$ cat src/rtl/vga_timing_ctrl.sv
// -----------------------------------------------------------------------------
// vga_timing_ctrl
//   Raster sequencer for the 640x480@60 VGA path (25 MHz pixel clock).
//   Owns the horizontal/vertical position counters and a run/stop FSM that
//   starts and stops scanning only on frame boundaries. It decodes the porch
//   and sync phases into registered hsync/vsync/video_on. It also produces the
//   end-of-line strobe (enable_V_Counter) and the frame_start strobe.
//
// Ports
//   clk_25Mhz         in   pixel clock, the only clock of the block
//   reset             in   asynchronous, active-high reset
//   run_req           in   level request: 1 = scan, 0 = stop at end of frame
//   running           out  1 while the FSM is in RUN or STOPPING
//   H_Count_Value     out  current pixel column, 0..H_TOTAL-1
//   V_Count_Value     out  current line, 0..V_TOTAL-1
//   enable_V_Counter  out  1 on the last pixel of every line
//   frame_start       out  1 on the cycle showing H=0, V=0 while running
//   hsync / vsync     out  SYNC_POL during the sync phase, ~SYNC_POL otherwise
//   video_on          out  1 inside the visible window
//
// Handshake: run_req is a plain level sampled on every rising clock edge.
// There is no ready/acknowledge. The request is honoured on the next edge
// when idle. A stop request only takes effect on the last pixel of the frame.
// -----------------------------------------------------------------------------
module vga_timing_ctrl #(
    parameter int unsigned H_ACTIVE = 640,
    parameter int unsigned H_FP     = 16,
    parameter int unsigned H_SYNC   = 96,
    parameter int unsigned H_BP     = 48,
    parameter int unsigned V_ACTIVE = 480,
    parameter int unsigned V_FP     = 10,
    parameter int unsigned V_SYNC   = 2,
    parameter int unsigned V_BP     = 33,
    parameter logic        SYNC_POL = 1'b0
) (
    input  logic        clk_25Mhz,
    input  logic        reset,
    input  logic        run_req,
    output logic        running,
    output logic [15:0] H_Count_Value,
    output logic [15:0] V_Count_Value,
    output logic        enable_V_Counter,
    output logic        frame_start,
    output logic        hsync,
    output logic        vsync,
    output logic        video_on
);

    localparam int unsigned H_TOTAL = H_ACTIVE + H_FP + H_SYNC + H_BP;
    localparam int unsigned V_TOTAL = V_ACTIVE + V_FP + V_SYNC + V_BP;

    // Phase boundaries fixed at elaboration time, sized to the counters.
    localparam logic [15:0] H_LAST       = 16'(H_TOTAL - 1);
    localparam logic [15:0] V_LAST       = 16'(V_TOTAL - 1);
    localparam logic [15:0] H_VIS_END    = 16'(H_ACTIVE);
    localparam logic [15:0] V_VIS_END    = 16'(V_ACTIVE);
    localparam logic [15:0] H_SYNC_START = 16'(H_ACTIVE + H_FP);
    localparam logic [15:0] H_SYNC_END   = 16'(H_ACTIVE + H_FP + H_SYNC);
    localparam logic [15:0] V_SYNC_START = 16'(V_ACTIVE + V_FP);
    localparam logic [15:0] V_SYNC_END   = 16'(V_ACTIVE + V_FP + V_SYNC);

    typedef enum logic [1:0] {
        ST_IDLE     = 2'd0,
        ST_RUN      = 2'd1,
        ST_STOPPING = 2'd2
    } state_t;

    state_t      state_q, state_d;
    logic [15:0] h_q, h_d;
    logic [15:0] v_q, v_d;
    logic        hsync_q, hsync_d;
    logic        vsync_q, vsync_d;
    logic        video_q, video_d;
    logic        eol_q, eol_d;
    logic        fs_q, fs_d;

    logic        line_end;
    logic        frame_end;
    logic [15:0] h_step;
    logic [15:0] v_step;
    logic        scan_d;

    // Free-running raster step, used by both scanning states.
    always_comb begin
        line_end  = (h_q == H_LAST);
        frame_end = line_end && (v_q == V_LAST);
        h_step    = line_end ? 16'd0 : h_q + 16'd1;
        if (line_end) begin
            v_step = (v_q == V_LAST) ? 16'd0 : v_q + 16'd1;
        end else begin
            v_step = v_q;
        end
    end

    // Next state and next counts.
    always_comb begin
        state_d = state_q;
        h_d     = h_q;
        v_d     = v_q;
        case (state_q)
            ST_IDLE: begin
                h_d = 16'd0;
                v_d = 16'd0;
                if (run_req) begin
                    state_d = ST_RUN;
                end
            end
            ST_RUN: begin
                h_d = h_step;
                v_d = v_step;
                if (!run_req) begin
                    state_d = ST_STOPPING;
                end
            end
            ST_STOPPING: begin
                // A renewed request wins over the stop, so a short drop of
                // run_req never ends the scan.
                if (run_req) begin
                    state_d = ST_RUN;
                    h_d     = h_step;
                    v_d     = v_step;
                end else if (frame_end) begin
                    state_d = ST_IDLE;
                    h_d     = 16'd0;
                    v_d     = 16'd0;
                end else begin
                    h_d = h_step;
                    v_d = v_step;
                end
            end
            default: begin
                state_d = ST_IDLE;
                h_d     = 16'd0;
                v_d     = 16'd0;
            end
        endcase
    end

    // Output decode on the next-count values. The registered outputs then line
    // up with the counts they describe, with no extra pipeline stage.
    always_comb begin
        scan_d  = (state_d != ST_IDLE);
        hsync_d = ~SYNC_POL;
        vsync_d = ~SYNC_POL;
        video_d = 1'b0;
        eol_d   = 1'b0;
        fs_d    = 1'b0;
        if (scan_d) begin
            if (h_d >= H_SYNC_START && h_d < H_SYNC_END) begin
                hsync_d = SYNC_POL;
            end
            if (v_d >= V_SYNC_START && v_d < V_SYNC_END) begin
                vsync_d = SYNC_POL;
            end
            video_d = (h_d < H_VIS_END) && (v_d < V_VIS_END);
            eol_d   = (h_d == H_LAST);
            fs_d    = (h_d == 16'd0) && (v_d == 16'd0);
        end
    end

    always_ff @(posedge clk_25Mhz or posedge reset) begin
        if (reset) begin
            state_q <= ST_IDLE;
            h_q     <= 16'd0;
            v_q     <= 16'd0;
            hsync_q <= ~SYNC_POL;
            vsync_q <= ~SYNC_POL;
            video_q <= 1'b0;
            eol_q   <= 1'b0;
            fs_q    <= 1'b0;
        end else begin
            state_q <= state_d;
            h_q     <= h_d;
            v_q     <= v_d;
            hsync_q <= hsync_d;
            vsync_q <= vsync_d;
            video_q <= video_d;
            eol_q   <= eol_d;
            fs_q    <= fs_d;
        end
    end

    assign running          = (state_q != ST_IDLE);
    assign H_Count_Value    = h_q;
    assign V_Count_Value    = v_q;
    assign hsync            = hsync_q;
    assign vsync            = vsync_q;
    assign video_on         = video_q;
    assign enable_V_Counter = eol_q;
    assign frame_start      = fs_q;

endmodule

$ cat config.mk
export PLATFORM = sky130hd
export DESIGN_NAME = vga_timing_ctrl
export DESIGN_NICKNAME = d
export VERILOG_FILES = /design/src/rtl/vga_timing_ctrl.sv
export SDC_FILE = /design/constraint.sdc
export NUM_CORES = 1
export LEC_CHECK = 0
export CAP_MARGIN = 20
export CORE_UTILIZATION = 55
export DETAILED_ROUTE_END_ITERATION = 16
export PLACE_DENSITY = 0.79
export SLEW_MARGIN = 15
export SYNTH_ARGS = -nofsm -noshare
export SYNTH_HDL_FRONTEND = slang
export SYNTH_SLANG_ARGS = --single-unit
export TNS_END_PERCENT = 10
$ cat constraint.sdc
create_clock -name clk_25Mhz -period 4.2 [get_ports clk_25Mhz]
set_clock_uncertainty 0.2 [all_clocks]
set_input_delay 0.84 -clock clk_25Mhz [delete_from_list [all_inputs] [get_ports clk_25Mhz]]
set_output_delay 0.84 -clock clk_25Mhz [all_outputs]
set_load 0.01 [all_outputs]
# == Word-level counts from Yosys, hierarchy flattened ==
# Cells that the tools add are included.
# totals
elab_cells,52
output_inout_bits,38
ff_bits,39
# classes
eq_ne,5
n_mux,21
n_addsub,2
n_reduce_logical,10
n_lt_le_gt_ge,6
# ops
cell,n
$mux W16,7
$pmux W16 S2,2
$eq A16 B10 Y1 const B,3
$add A16 B1 Y16 const B,2
$logic_not A16 Y1,2
$lt A16 B10 Y1 const B,2
$lt A16 B9 Y1 const B,2
$ge A16 B10 Y1 const B,1
$ge A16 B9 Y1 const B,1
$mux W2,4
$mux W1,7
$pmux W2 S3,1
$logic_and A1 B1 Y1,5
$reduce_bool A2 Y1,2
$eq A2 B1 Y1 const B,1
$eq A2 B2 Y1 const B,1
$logic_not A2 Y1,1

# == Logic depth before layout (Yosys ltp) ==
# Gate-level depths: netlist of run 1.
# depth
ltp_word,10
depth_mapped,10
ltp_nobuf,9

# == Worst setup path before layout of run 1 ==
# No wires, ideal clock.
# synth_path
kind,reg-to-reg
from,"register h_q[0], in the netlist H_Count_Value[0]"
to,"register hsync_q, in the netlist hsync"
synth_period_minus_slack_ns,2.580
path_stages_with_launch,9
arrival_ns,2.285
setup_slack_ns,1.620
path_buffers,0
cell_sequence,dfrtp_1 > ha_1 > nand4_4 > or3_4 > o31ai_2 > nand4b_1 > nand2_1 > nand2_1 > or4b_1
# synth_via
elab_chain_len,9
# synth_rtl
item,line,rtl
start: declaration,69,"logic [15:0] h_q, h_d;"
start signal: assignment,164,h_q <= 16'd0;
start signal: assignment,173,h_q <= h_d;
$add A16 B1 Y16 or $eq A16 B10 Y1 (tied branches),"87, 85",
$mux W16 or $logic_and A1 B1 Y1 (tied branches),"87, 86",
$mux W16,122,end else if (frame_end) begin
$mux W16,118,if (run_req) begin
$pmux W16 S2,100,case (state_q)
$ge A16 B10 Y1 or $lt A16 B10 Y1 (tied branches),149,if (h_d >= H_SYNC_START && h_d < H_SYNC_END) begin
$logic_and A1 B1 Y1,149,
$mux W1,149,
$mux W1 (*),148,if (scan_d) begin
named net hsync_d,71,"logic hsync_q, hsync_d;"
end signal: assignment,166,hsync_q <= ~SYNC_POL;
end signal: assignment,175,hsync_q <= hsync_d;
end: declaration,71,
# Mark *: on every way through the listed nets, which the timed path passes. The rest lies on a longest branch.

# == Final worst setup path of run 1 ==
# layout_path
from,"register h_q[0], in the netlist H_Count_Value[0]"
to,"register video_q, in the netlist video_on"
# layout_via
elab_chain_len,8
# layout_rtl
item,line,rtl
$eq A16 B10 Y1 (*),85,line_end = (h_q == H_LAST);
$mux W16 or $logic_and A1 B1 Y1 (tied branches),"88, 86",
$mux W16,122,
$mux W16,118,
$pmux W16 S2 (*),100,
named net v_d[5],70,"logic [15:0] v_q, v_d;"
$lt A16 B9 Y1 (*),155,video_d = (h_d < H_VIS_END) && (v_d < V_VIS_END);
$logic_and A1 B1 Y1 (*),155,
$mux W1 (*),148,
named net video_d,73,"logic video_q, video_d;"
end signal: assignment,177,video_q <= video_d;
end: declaration,73,
# Marked as above.

==> results of run 1 <==
## path summary, 6_finish.rpt
kind / from / endpoint / slack [ps] / depth (start not counted)
max: H_Count_Value[0]$_DFF_PP0_ / video_on$_DFF_PP0_ / 1080 / 8
min: V_Count_Value[15]$_DFF_PP0_ / V_Count_Value[15]$_DFF_PP0_ / 410 / 2
max reg2reg: H_Count_Value[0]$_DFF_PP0_ / video_on$_DFF_PP0_ / 1080 / 8
min reg2reg: V_Count_Value[15]$_DFF_PP0_ / V_Count_Value[15]$_DFF_PP0_ / 410 / 2
max in group asynchronous: reset / hsync$_DFF_PP1_ / 2670 / 3
min in group asynchronous: reset / V_Count_Value[1]$_DFF_PP0_ / 770 / 3
## kinds of logic (layout without fill, tap and decap cells)
logic type,count (synthesis),after routing
AND/OR/NAND/NOR,159,159
buffers and inverters,21,61
XOR/XNOR,32,32
AO/OA/AOI/OAI,38,38
adder cells (fa/ha/maj),7,7
flip-flops,39,39
multiplexers,1,1
## worst reg2reg max path, cell delays in order, from the launching register on
cell       delay (ps)
dfrtp_1           500
ha_1              310
nand4_4           180
and4b_1           420
nand3_1           170
nand2_1           550
nor2_1            140
and3_1            190
a2111oi_1         350
## layout make-up
class,instances,area share
Clock buffer,6,0.0231
Clock inverter,2,0.0191
Inverter,11,0.0131
Multi-Input combinational cell,237,0.480
Sequential cell,39,0.311
Tap cell,52,0.0207
Timing Repair Buffer,42,0.132
## synthesized netlist by cell type (2+ instances only)
cell / number
or3_1: 4
nor3b_1: 2
nand2b_1: 3
ha_1: 7
or4b_1: 2
o31ai_1: 2
xor2_1: 12
buf_2: 5
clkbuf_1: 3
nand3_1: 23
or2_2: 4
nor2b_1: 2
nand4_1: 6
nor4_1: 8
a41oi_1: 2
nand2_1: 24
inv_1: 11
o211ai_1: 2
and3_1: 6
xnor2_1: 20
dfstp_2: 2
a21oi_1: 11
nor2_1: 52
o21ai_0: 11
nor3_1: 7
dfrtp_1: 37
## cell usage in the layout (no fill, tap or decap), types with 2 or more instances in the layout
cell type         n
a21oi_1          11
a41oi_1           2
and3_1            6
buf_4             2
bufinv_16         2
clkbuf_8          5
clkdlybuf4s50_1  40
dfrtp_1          37
dfstp_2           2
ha_1              7
inv_1            11
nand2_1          24
nand2b_1          3
nand3_1          23
nand4_1           6
nor2_1           52
nor2b_1           2
nor3_1            7
nor3b_1           2
nor4_1            8
o211ai_1          2
o21ai_0          11
o31ai_1           2
or2_2             4
or3_1             4
or4b_1            2
xnor2_1          20
xor2_1           12
## sequential cells by signal (all words and copies together) (netlist names)
name	cells
H_Count_Value	16
V_Count_Value	16
enable_V_Counter	1
frame_start	1
hsync	1
state_q	2
video_on	1
vsync	1
## per-layer routing
layer | global-route usage | vias up | wire length [um]
met2 | 0.379 | 75 | 2630
met1 | 0.353 | 1087 | 2920
li1 | - | 1122 | -
met5 | 0 | - | 0
met4 | 0.0733 | 0 | 63
met3 | 0.0332 | 5 | 344
## where the power goes
part	leakage, uW	total (uW)	switching (uW)	internal (uW)
sequential	0.000531	417	20.1	397
clock	0.0000654	376	139	238
combinational	0.000613	276	175	101
total	0.00121	1070	334	735
## stage by stage
step / instances / util / instance area [um^2]
4_1_cts: 389 / 0.712 / 3140
3_3_place_gp: 381 / 0.682 / 3010
5_1_grt: 389 / 0.712 / 3140
6_report: 389 / 0.712 / 3140
2_1_floorplan: 297 / - / 2580
3_5_place_dp: 381 / 0.682 / 3010
==> out/results.ini, run 1 <==
[logic_synthesis]
yosysSeqAreaShare=0.380
synth_adder_area_share=0.0340
syn_area_um2=2580
muxShareOfSynthArea=0.00389
synth_cells=297
yosys_register_bits=39
syn-num-nets=307
synth-edff-count=0
async_reset_ff_frac=1.00
ys_types=55
synth_xor_xnor_area_share=0.109
synth_top_family_by_area=simple AND/OR/NAND/NOR gates
synth_area_leaders=dfrtp_1 (36%), nor2_1 (7.6%), xnor2_1 (6.8%)
yosys_warnings=0
yosysTopAreaCell=dfrtp_1
synth-compound-area-share=0.0976
yosys.area_share.simple=0.341
synth_top_area_frac=0.359
synth_ff_type=dfrtp_1
avgSynthCellArea_um2=8.67

[sta]
setup-tns-final_ps=0
worstMarginPinSlew_ps=678
setup_violations=0
hold_ws_ps=408
grt_setup_unrepaired=no
period_share=0.743
max_slew_margin=0.547
fin_ws_ps=1080
hold_viol=0
fmax_ghz=0.320
drv_slew=0
period_needed_ps=3120

[cells_and_area]
nFillCells=374
diodes=0
regArea_um2=978
multiInputGateArea_um2=1510
area_growth_pct=22.0
final_nets=346
drive_above_1_share=0.0831

[route]
first_iter_violations=147
drc=0
wl_um=5960
detail_route.first_pass.iterations=5
wl_per_cell_um=15.3
vias=2289
via_per_inst=5.88
drtAntennaViolNets=0

[grt]
antenna_found_initial=0
grt_pass1_vias=2057
track_usage=0.244
grt-ovfl-total=0
grt_max_degree=40
grt_pass1_wl_um=9620

[run]
maxCapViolCount=0

[setup_path]
cp_num_buf_inv=0
worstSetupStartpointType=register
path_cells=ha_1 -> nand4_4 -> and4b_1 -> nand3_1 -> nand2_1 -> nor2_1 -> and3_1 -> a2111oi_1
crit_family=simple AND/OR/NAND/NOR gates
slowest_delay_ps=550
arrival_ps=3100
critPathMaxFanout=20
cpMaxStageDelayCell=nand2_1
cp.required_ps=4180
path_class=register to register
crit_path_end_kind=register

[run_status]
outcome=finished, final reports clean

[clocking]
path_clk_slew_ps=80
htreeDepth=2
cts_tree=done
cts_setup_buffers=0
insertion_delay_ps=300
cts_buffers=5
clock_sinks=39
holdBufCountCts=0
clk_root_buffer_cell=clkbuf_8
cts_resized=0
clock_path_buffers=2

[placement]
pre_cts_ws_ps=1120
gp_congestion=0.902
dp_hpwl_um=4320
numPortBuffers=40

[floorplan]
core_um2=4410
die_h_um=70.4
dieArea_um2=4960
io-pin-count=41
fp.dieW_um=70.4
rows=24
start_util=0.584

[worst_hold_path]
worstHoldPathType=register to register

[power_and_ir_drop]
ir_worst_vdd_mv=0.364
power.total_uw=1070
p_leak_uw=0.00121
p_per_area_nw_per_um2=340

Power figures use the tool's default switching activity.
==> run 2: changes to the inputs <==
--- a/config.mk
+++ b/config.mk
@@ -6,9 +6,9 @@
 export NUM_CORES = 1
 export LEC_CHECK = 0
 export CAP_MARGIN = 20
-export CORE_UTILIZATION = 55
+export CORE_UTILIZATION = 54
 export DETAILED_ROUTE_END_ITERATION = 16
-export PLACE_DENSITY = 0.79
+export PLACE_DENSITY = 0.77
 export SLEW_MARGIN = 15
 export SYNTH_ARGS = -nofsm -noshare
 export SYNTH_HDL_FRONTEND = slang
==> constraint.sdc (replaced) <==
create_clock -name clk_25Mhz -period 3.25 [get_ports clk_25Mhz]
set_clock_uncertainty 0.2 [all_clocks]
set_input_delay 0.65 -clock clk_25Mhz [delete_from_list [all_inputs] [get_ports clk_25Mhz]]
set_output_delay 0.65 -clock clk_25Mhz [all_outputs]
set_load 0.01 [all_outputs]
==> run 2 against run 1 <==
  * The flow now finishes with violations (DRC)
  * Critical path depth grew 1
  * Cell count is 1.3% higher
  * Sequential share of layout area decreased by 0.062 points
  * Clock power shrank 3%
  * Hold slack got worse by 18 ps
  * Register-to-register slack lost 750 ps
  * Die area rose by 1.8%
==> out/results.ini, run 2 (synthesized netlist as in run 1, its figures left out) <==
[worst_hold_path]
worstHoldPathType=register to register  ; unchanged
min_from=V_Count_Value[15]$_DFF_PP0_  ; unchanged
min_to=V_Count_Value[15]$_DFF_PP0_  ; unchanged
holdPathStages=2  ; unchanged

[floorplan]
dieArea_um2=5050  ; was 4960 um^2
core_um2=4470  ; was 4410 um^2
start_util=0.576  ; was 0.584
die_h_um=71.1  ; was 70.4 um
fp.dieW_um=71.1  ; was 70.4 um
io-pin-count=41  ; unchanged
rows=24  ; unchanged

[sta]
setup-tns-final_ps=0  ; unchanged
worstMarginPinSlew_ps=550  ; was 678 ps
period_share=0.899  ; was 0.743
drv_slew=0  ; unchanged
fin_ws_ps=328  ; was 1080 ps
grt_setup_unrepaired=no  ; unchanged
max_slew_margin=0.629  ; was 0.547
period_needed_ps=2920  ; was 3120 ps
fmax_ghz=0.342  ; was 0.320 GHz
setup_violations=0  ; unchanged
hold_viol=0  ; unchanged

[grt]
grt_max_degree=40  ; unchanged
track_usage=0.270  ; was 0.244
grt_pass1_wl_um=10600  ; was 9620 um
antenna_found_initial=0  ; unchanged
grt_pass1_vias=2168  ; was 2057
grt-ovfl-total=0  ; unchanged

[clocking]
htreeDepth=2  ; unchanged
clock_sinks=39  ; unchanged
path_clk_slew_ps=80  ; about the same
cts_resized=0  ; unchanged
cts_tree=done  ; unchanged
clock_path_buffers=2  ; unchanged
cts_setup_buffers=0  ; unchanged
holdBufCountCts=0  ; unchanged
cts_buffers=5  ; unchanged
clk_root_buffer_cell=clkbuf_8  ; unchanged
insertion_delay_ps=290  ; was 300 ps

[setup_path]
worstSetupStartpointType=register  ; unchanged
r2r_cells=9  ; was 8
path_class=register to register  ; unchanged
crit_path_end_kind=register  ; unchanged
rr_startpoint=H_Count_Value[0]$_DFF_PP0_  ; unchanged
arrival_ps=2890  ; was 3100 ps
r2r_end=video_on$_DFF_PP0_  ; unchanged
cp.required_ps=3220  ; was 4180 ps
critPathMaxFanout=11  ; was 20
rrSetupSlack_ps=330  ; was 1080 ps

[power_and_ir_drop]
p_leak_uw=0.00122  ; was 0.00121 uW
p_seq_frac=0.418  ; was 0.390
switching_share=0.334  ; was 0.312
p_sw_uw=431  ; was 334 uW
combPwrFrac=0.300  ; was 0.258
p_int_uw=858  ; was 735 uW
ir_worst_vdd_mv=0.380  ; was 0.364 mV
p_per_area_nw_per_um2=410  ; was 340 nW/um^2
power.share.clock=0.282  ; was 0.352

[cells_and_area]
nFillCells=375  ; was 374
area_growth_pct=22.2  ; was 22.0%
regArea_um2=978  ; unchanged
drive_above_1_share=0.0994  ; was 0.0831
final_nets=351  ; was 346
diodes=0  ; unchanged
multiInputGateArea_um2=1510  ; about the same
final_common_cell=nor2_1  ; unchanged
layout_common_cells=nor2_1 (52), clkdlybuf4s50_1 (40), dfrtp_1 (37), nand2_1 (24), nand3_1 (23)  ; unchanged

[run_status]
outcome=complete, but fails checks  ; was finished, final reports clean
violations=DRC

[route]
vias=2337  ; was 2289
first_iter_violations=247  ; was 147
wl_um=6160  ; was 5960 um
drc=3  ; was 0
drtAntennaViolNets=0  ; unchanged
via_per_inst=5.93  ; was 5.88
detail_route.first_pass.iterations=13  ; was 5
wl_per_cell_um=15.6  ; was 15.3 um

[placement]
pre_cts_ws_ps=260  ; was 1120 ps
numPortBuffers=40  ; unchanged
gp_congestion=0.852  ; was 0.902
dp_hpwl_um=4560  ; was 4320 um

[run]
maxCapViolCount=0  ; unchanged

==> run 2: area by class of cell <==
| class | instances | area share |
|---|---|---|
| Inverter | 11 | 0.0131 |
| Timing Repair Buffer | 47 | 0.144 |
| Multi-Input combinational cell | 237 | 0.480 |
| Clock buffer | 8 | 0.0318 |
| Tap cell | 52 | 0.0207 |
| Sequential cell | 39 | 0.311 |
==> run 2: power by group through the flow <==
stage                     logic [uW]  registers (uW)  clock network [uW]
after floorplan                  232             553                   0
after global placement           379             547                   0
after global routing             425             544                 392
after detailed placement         384             549                   0
after CTS                        386             539                 375
final                            386             539                 364
==> run 2: how the worst max path moves through the flow <==
stage | startpoint | slack (ps) | cells after the start | endpoint
after floorplan | H_Count_Value[0]$_DFF_PP0_ | 670 | 8 | hsync$_DFF_PP1_
after global placement | H_Count_Value[0]$_DFF_PP0_ | 400 | 9 | vsync$_DFF_PP1_
after detailed placement | H_Count_Value[0]$_DFF_PP0_ | 260 | 8 | video_on$_DFF_PP0_
after CTS | H_Count_Value[0]$_DFF_PP0_ | 220 | 8 | video_on$_DFF_PP0_
after global routing | H_Count_Value[0]$_DFF_PP0_ | 20 | 9 | video_on$_DFF_PP0_
final | H_Count_Value[0]$_DFF_PP0_ | 330 | 9 | video_on$_DFF_PP0_
==> run 2: routing by layer <==
metal / GRT usage / vias up / routed length (um)
met2: 0.401 / 102 / 2850
met4: 0.0978 / 0 / 65
met5: 0 / - / 0
met1: 0.396 / 1102 / 2820
met3: 0.0470 / 5 / 417
li1: - / 1128 / -
==> run 2: stage by stage <==
step            util  instance area (um^2)  std cells  hold WS [ps]  total power, uW
6_report       0.704                  3150        394           390             1290
5_1_grt        0.704                  3150        394           435             1360
4_1_cts        0.703                  3150        394           397             1300
3_5_place_dp   0.681                  3050        386           377              932
3_3_place_gp   0.681                  3050        386           369              927
2_1_floorplan      -                  2580        297           396              785
==> run 2: critical path, stage by stage, from the launching register on <==
cell and delay, ps:
dfrtp_1 480, ha_1 290, nand4_4 160, and4b_2 480
buf_4 200, nand4_1 110, xor2_1 220, nor2_1 80
and3_1 180, a2111oi_1 380
==> patch 1, RTL diff (settings of run 1) <==
The parameter `SYNC_POL` goes from 1'b0 to 1'b1.
--- a/src/rtl/vga_timing_ctrl.sv
+++ b/src/rtl/vga_timing_ctrl.sv
@@ -33,3 +33,3 @@
     parameter int unsigned V_BP     = 33,
-    parameter logic        SYNC_POL = 1'b0
+    parameter logic        SYNC_POL = 1'b1
 ) (
Function: changed (a bounded check fails within 4 cycles, from zero or initial values and one cycle with reset high).
==> patch 1 against run 1 <==
  * Synthesized cell count decreased by 7.7%
  * Synthesized area decreased by 5.1%
  * Setup slack worse by 310 ps
  * Power down 4.3%
  * Fmax fell by 9.0%
  * Final cell count shrank 7.2%
  * Wire length down 3.8%
  * Cell area shrank 5.7%
  * Count of clock-buffer cells in the layout unchanged
  * Sequential cell count did not move
  * Critical path type unchanged
  * Critical endpoint is now frame_start$_DFF_PP0_
==> patch 1: results (changes against run 1) <==
| Metric | Value |
|---|---|
| H-tree depth | 2 (unchanged) |
| Worst hold-check path type | register to register |
| Critical-path maximum fanout | 17 (-15%) |
| Fill cells | 310 (-17%) |
| Peak supply drop | 0.289 mV (-21%) |
| Post-synth ARST share | 1.00 (unchanged) |
| Number of gates resized after cts | 0 (unchanged) |
| CP max stage delay | 640 ps (+90 ps) |
| All-Layer GR Usage | 0.267 (+0.0229) |
| Distinct cells, synth | 50 (-9.1%) |
| WHS Endpoint | H_Count_Value[0]$_DFF_PP0_ |
| 1st-iter DRT viols | 203 (+38%) |
| Final WL | 5.73 mm (-3.8%) |
| Wire per inst | 15.9 µm (+3.7%) |
| Top cells by area, synth | dfrtp_1 40%, xnor2_1 5.7%, nor2_1 5.1% |
| Post-Syn Nets | 284 (-7.5%) |
| Seq/Total Area, Yosys | 0.399 (+0.0196) |
| Vias in the first global route | 1,859 (-9.6%) |
| Reg2Reg Setup Slack | 770 ps (-310 ps) |
| Outcome | complete, no violations |
| Worst path arrival time | 3420 ps (+320 ps) |
| Reg2reg end | frame_start$_DFF_PP0_ |
| Mapped Cells | 274 (-7.7%) |
| Vias | 2,188 (-4.4%) |
| GPL Wtd Cong | 0.909 (+0.69%) |
| Final HPWL DP | 4.14 mm (-4.4%) |
| Clock Latency Late Sink | 300 ps (about the same) |
| Worst-Margin Slew | 727 ps (+48.9 ps) |
| Fin nets | 320 (-7.5%) |
| Pleak | 1.14 nW (-5.8%) |
| Ratio of cells with drive above 1 in the final layout | 0.0579 (-0.0252) |
| Hold path depth | 1 (-1) |
| First-pass GRT wire length | 9.14 mm (-5.0%) |
| Placed Instances | 353 (-7.3%) |
| # diodes | 0 (unchanged) |
| R2R Path Start | H_Count_Value[0]$_DFF_PP0_ |
| Router iterations before antenna repair | 5 (unchanged) |
| YS warnings | 0 (unchanged) |
| Synth cell count leaders | 39 x dfrtp_1, 33 x nor2_1, 22 x nand2_1 |
| CTS Buffer Depth | 2 (unchanged) |
| Total CTS buffers | 5 (unchanged) |
| Int Pwr | 0.660 mW (-10%) |
| Synth Flop Type | dfrtp_1 |
| HP Start | H_Count_Value[0]$_DFF_PP0_ |
| Dpl cell area | 2860 µm² (-4.8%) |
==> patch 1: metrics by stage <==
stage               hold slack, ps  setup slack, ps
floorplan                      365             1530
global placement               346              925
detailed placement             361              847
CTS                            376              808
global route                   422              491
finish                         382              768
==> patch 1: area by class of cell <==
cell class / instances / area, µm² / share of cell area
tap: 50 / 62.6 / 0.0211
clock inverter: 2 / 16.3 / 0.00549
multi-input combinational: 213 / 1380 / 0.465
inverter: 9 / 33.8 / 0.0114
sequential: 39 / 976 / 0.329
timing repair buffer: 42 / 415 / 0.140
clock buffer: 6 / 82.6 / 0.0279
==> patch 1: logic make-up (layout without fill, tap and decap cells) <==
kind of cell    count (synthesis)  in the layout  share of synthesized area
xor+xnor                       28             28                      0.100
flops                          39             39                      0.399
simple gates                  137            137                      0.305
fa+ha+maj                       7              7                     0.0358
mux                             1              1                    0.00410
compound gates                 40             40                      0.118
buf+inv                        22             59                     0.0374
==> patch 1: layer usage <==
layer | vias up | GRT usage | part of all wire
li1 | 1068 | - | -
met1 | 1023 | 0.405 | 0.51
met2 | 87 | 0.368 | 0.42
met3 | 10 | 0.0576 | 0.061
met4 | 0 | 0.0938 | 0.014
met5 | - | 0 | 0
==> patch 1: how the worst max path moves through the flow <==
stage                                          start                     to  cells after the start
after floorplan           V_Count_Value[8]$_DFF_PP0_  frame_start$_DFF_PP0_                      8
after global placement    H_Count_Value[0]$_DFF_PP0_     video_on$_DFF_PP0_                      8
after detailed placement  H_Count_Value[0]$_DFF_PP0_  frame_start$_DFF_PP0_                      8
after CTS                 H_Count_Value[0]$_DFF_PP0_  frame_start$_DFF_PP0_                      8
after global routing      H_Count_Value[0]$_DFF_PP0_  frame_start$_DFF_PP0_                      8
final                     H_Count_Value[0]$_DFF_PP0_  frame_start$_DFF_PP0_                      8
==> patch 1: critical path, delay by kind of cell (launching register included) <==
kind	cells	cell delay (ps)
AO/OA/AOI/OAI	3	630
adder cells (fa/ha/maj)	1	270
flip-flops	1	440
AND/OR/NAND/NOR	4	1760
==> patch 1: power groups by stage <==
stage | clock network [mW] | logic (mW) | registers [mW]
after floorplan | 0 | 0.227 | 0.430
after global placement | 0 | 0.327 | 0.426
after detailed placement | 0 | 0.329 | 0.426
after CTS | 0.281 | 0.332 | 0.420
after global routing | 0.295 | 0.368 | 0.423
final | 0.272 | 0.331 | 0.420
==> patch 2, RTL diff (config.mk and constraints of run 1) <==
Made on the original files. Remove the register `video_q`: a continuous assignment takes its place, so the output `video_on` follows one clock earlier.
--- a/src/rtl/vga_timing_ctrl.sv
+++ b/src/rtl/vga_timing_ctrl.sv
@@ -167,3 +167,2 @@
             vsync_q <= ~SYNC_POL;
-            video_q <= 1'b0;
             eol_q   <= 1'b0;
@@ -176,3 +175,2 @@
             vsync_q <= vsync_d;
-            video_q <= video_d;
             eol_q   <= eol_d;
@@ -181,2 +179,4 @@
     end
+
+    assign video_q = video_d;
 
Function: changed (Yosys sat finds a counterexample within 4 cycles, from zero or initial values and one cycle with reset high).
==> patch 2 against run 1 <==
  * Synthesized area fell by 0.97%
  * Critical path type is now register to output pin
  * Critical endpoint is now video_on
  * Sequential power is 5.0% lower
  * Highest routed layer unchanged
  * Setup slack worse by 800 ps
  * Largest cell class unchanged
  * Power rose by 3.1%
  * Sequential cell count shrank 1
  * Worst hold slack worse by 6.4 ps
  * Wire length is 6.6% higher
  * Cell area is 5.2% higher
==> patch 2: results (changes against run 1) <==
| Metric | Value |
|---|---|
| 1st-iter DRT viols | 245 (+67%) |
| Vias | 2,425 (+5.9%) |
| Reg2reg end | hsync$_DFF_PP1_ |
| Critical-path maximum fanout | 8 (-60%) |
| Area of the multi-input gates | 1530 µm² (+1.4%) |
| Number of gates resized after cts | 5 (+5) |
| Synth Area in Adders | 0.0343 (+0.000333) |
| Final WL | 6.35 mm (+6.6%) |
| Post-Syn Nets | 306 (-0.33%) |
| Post-Synth XOR/XNOR Area | 0.110 (+0.00107) |
| Vias in the first global route | 2,284 (+11%) |
| Placed Instances | 401 (+5.2%) |
| Combinational Power Share | 0.285 (+0.027) |
| Via density | 5.93 (+0.76%) |
| Worst path arrival time | 2890 ps (-210 ps) |
| Pleak | 1.32 nW (+8.9%) |
| Worst slack, placed | 30.3 ps (-1090 ps) |
| Ratio of cells with drive above 1 in the final layout | 0.148 (+0.0654) |
| Buffering overhead | 0.173 (+0.0408) |
| Non-CTS buffers | 63 (+50%) |
| Router iterations before antenna repair | 4 (-1) |
| Reg area | 953 µm² (-2.6%) |
| Synth Area in Compound Gates | 0.0986 (+0.000958) |
| Clock share of power | 0.355 (+0.003) |
| Fin nets | 366 (+5.8%) |
| GPL Wtd Cong | 0.917 (+1.6%) |
| Outcome | complete, no violations |
patch 2: cell types whose count changed after synthesis, sizes merged:
cell | before | now
dfrtp | 37 | 36
patch 2: stage by stage:
| stage | total power, mW | hold slack (ps) |
|---|---|---|
| 2_1_floorplan | 0.594 | 396 |
| 3_3_place_gp | 0.705 | 369 |
| 3_5_place_dp | 0.714 | 389 |
| 6_report | 1.10 | 401 |
| 4_1_cts | 1.10 | 405 |
| 5_1_grt | 1.16 | 416 |
patch 2: worst max-delay path, cell delays in order, from the launching register on:
cell	delay [ps]
dfrtp_1	360
ha_1	260
nand4_4	100
buf_4	190
nand4b_4	210
nor4_4	370
o211ai_1	170
a22oi_2	220
nor2_1	80
a2111oi_2	310
dlygate4sd2_1	310
patch 2: per-layer routing:
metal | up-vias | GRT usage | wire [µm]
met3 | 6 | 0.0592 | 381
met1 | 1163 | 0.411 | 3010
met2 | 100 | 0.428 | 2920
met4 | 0 | 0.0556 | 44
met5 | - | 0 | 0
li1 | 1156 | - | -
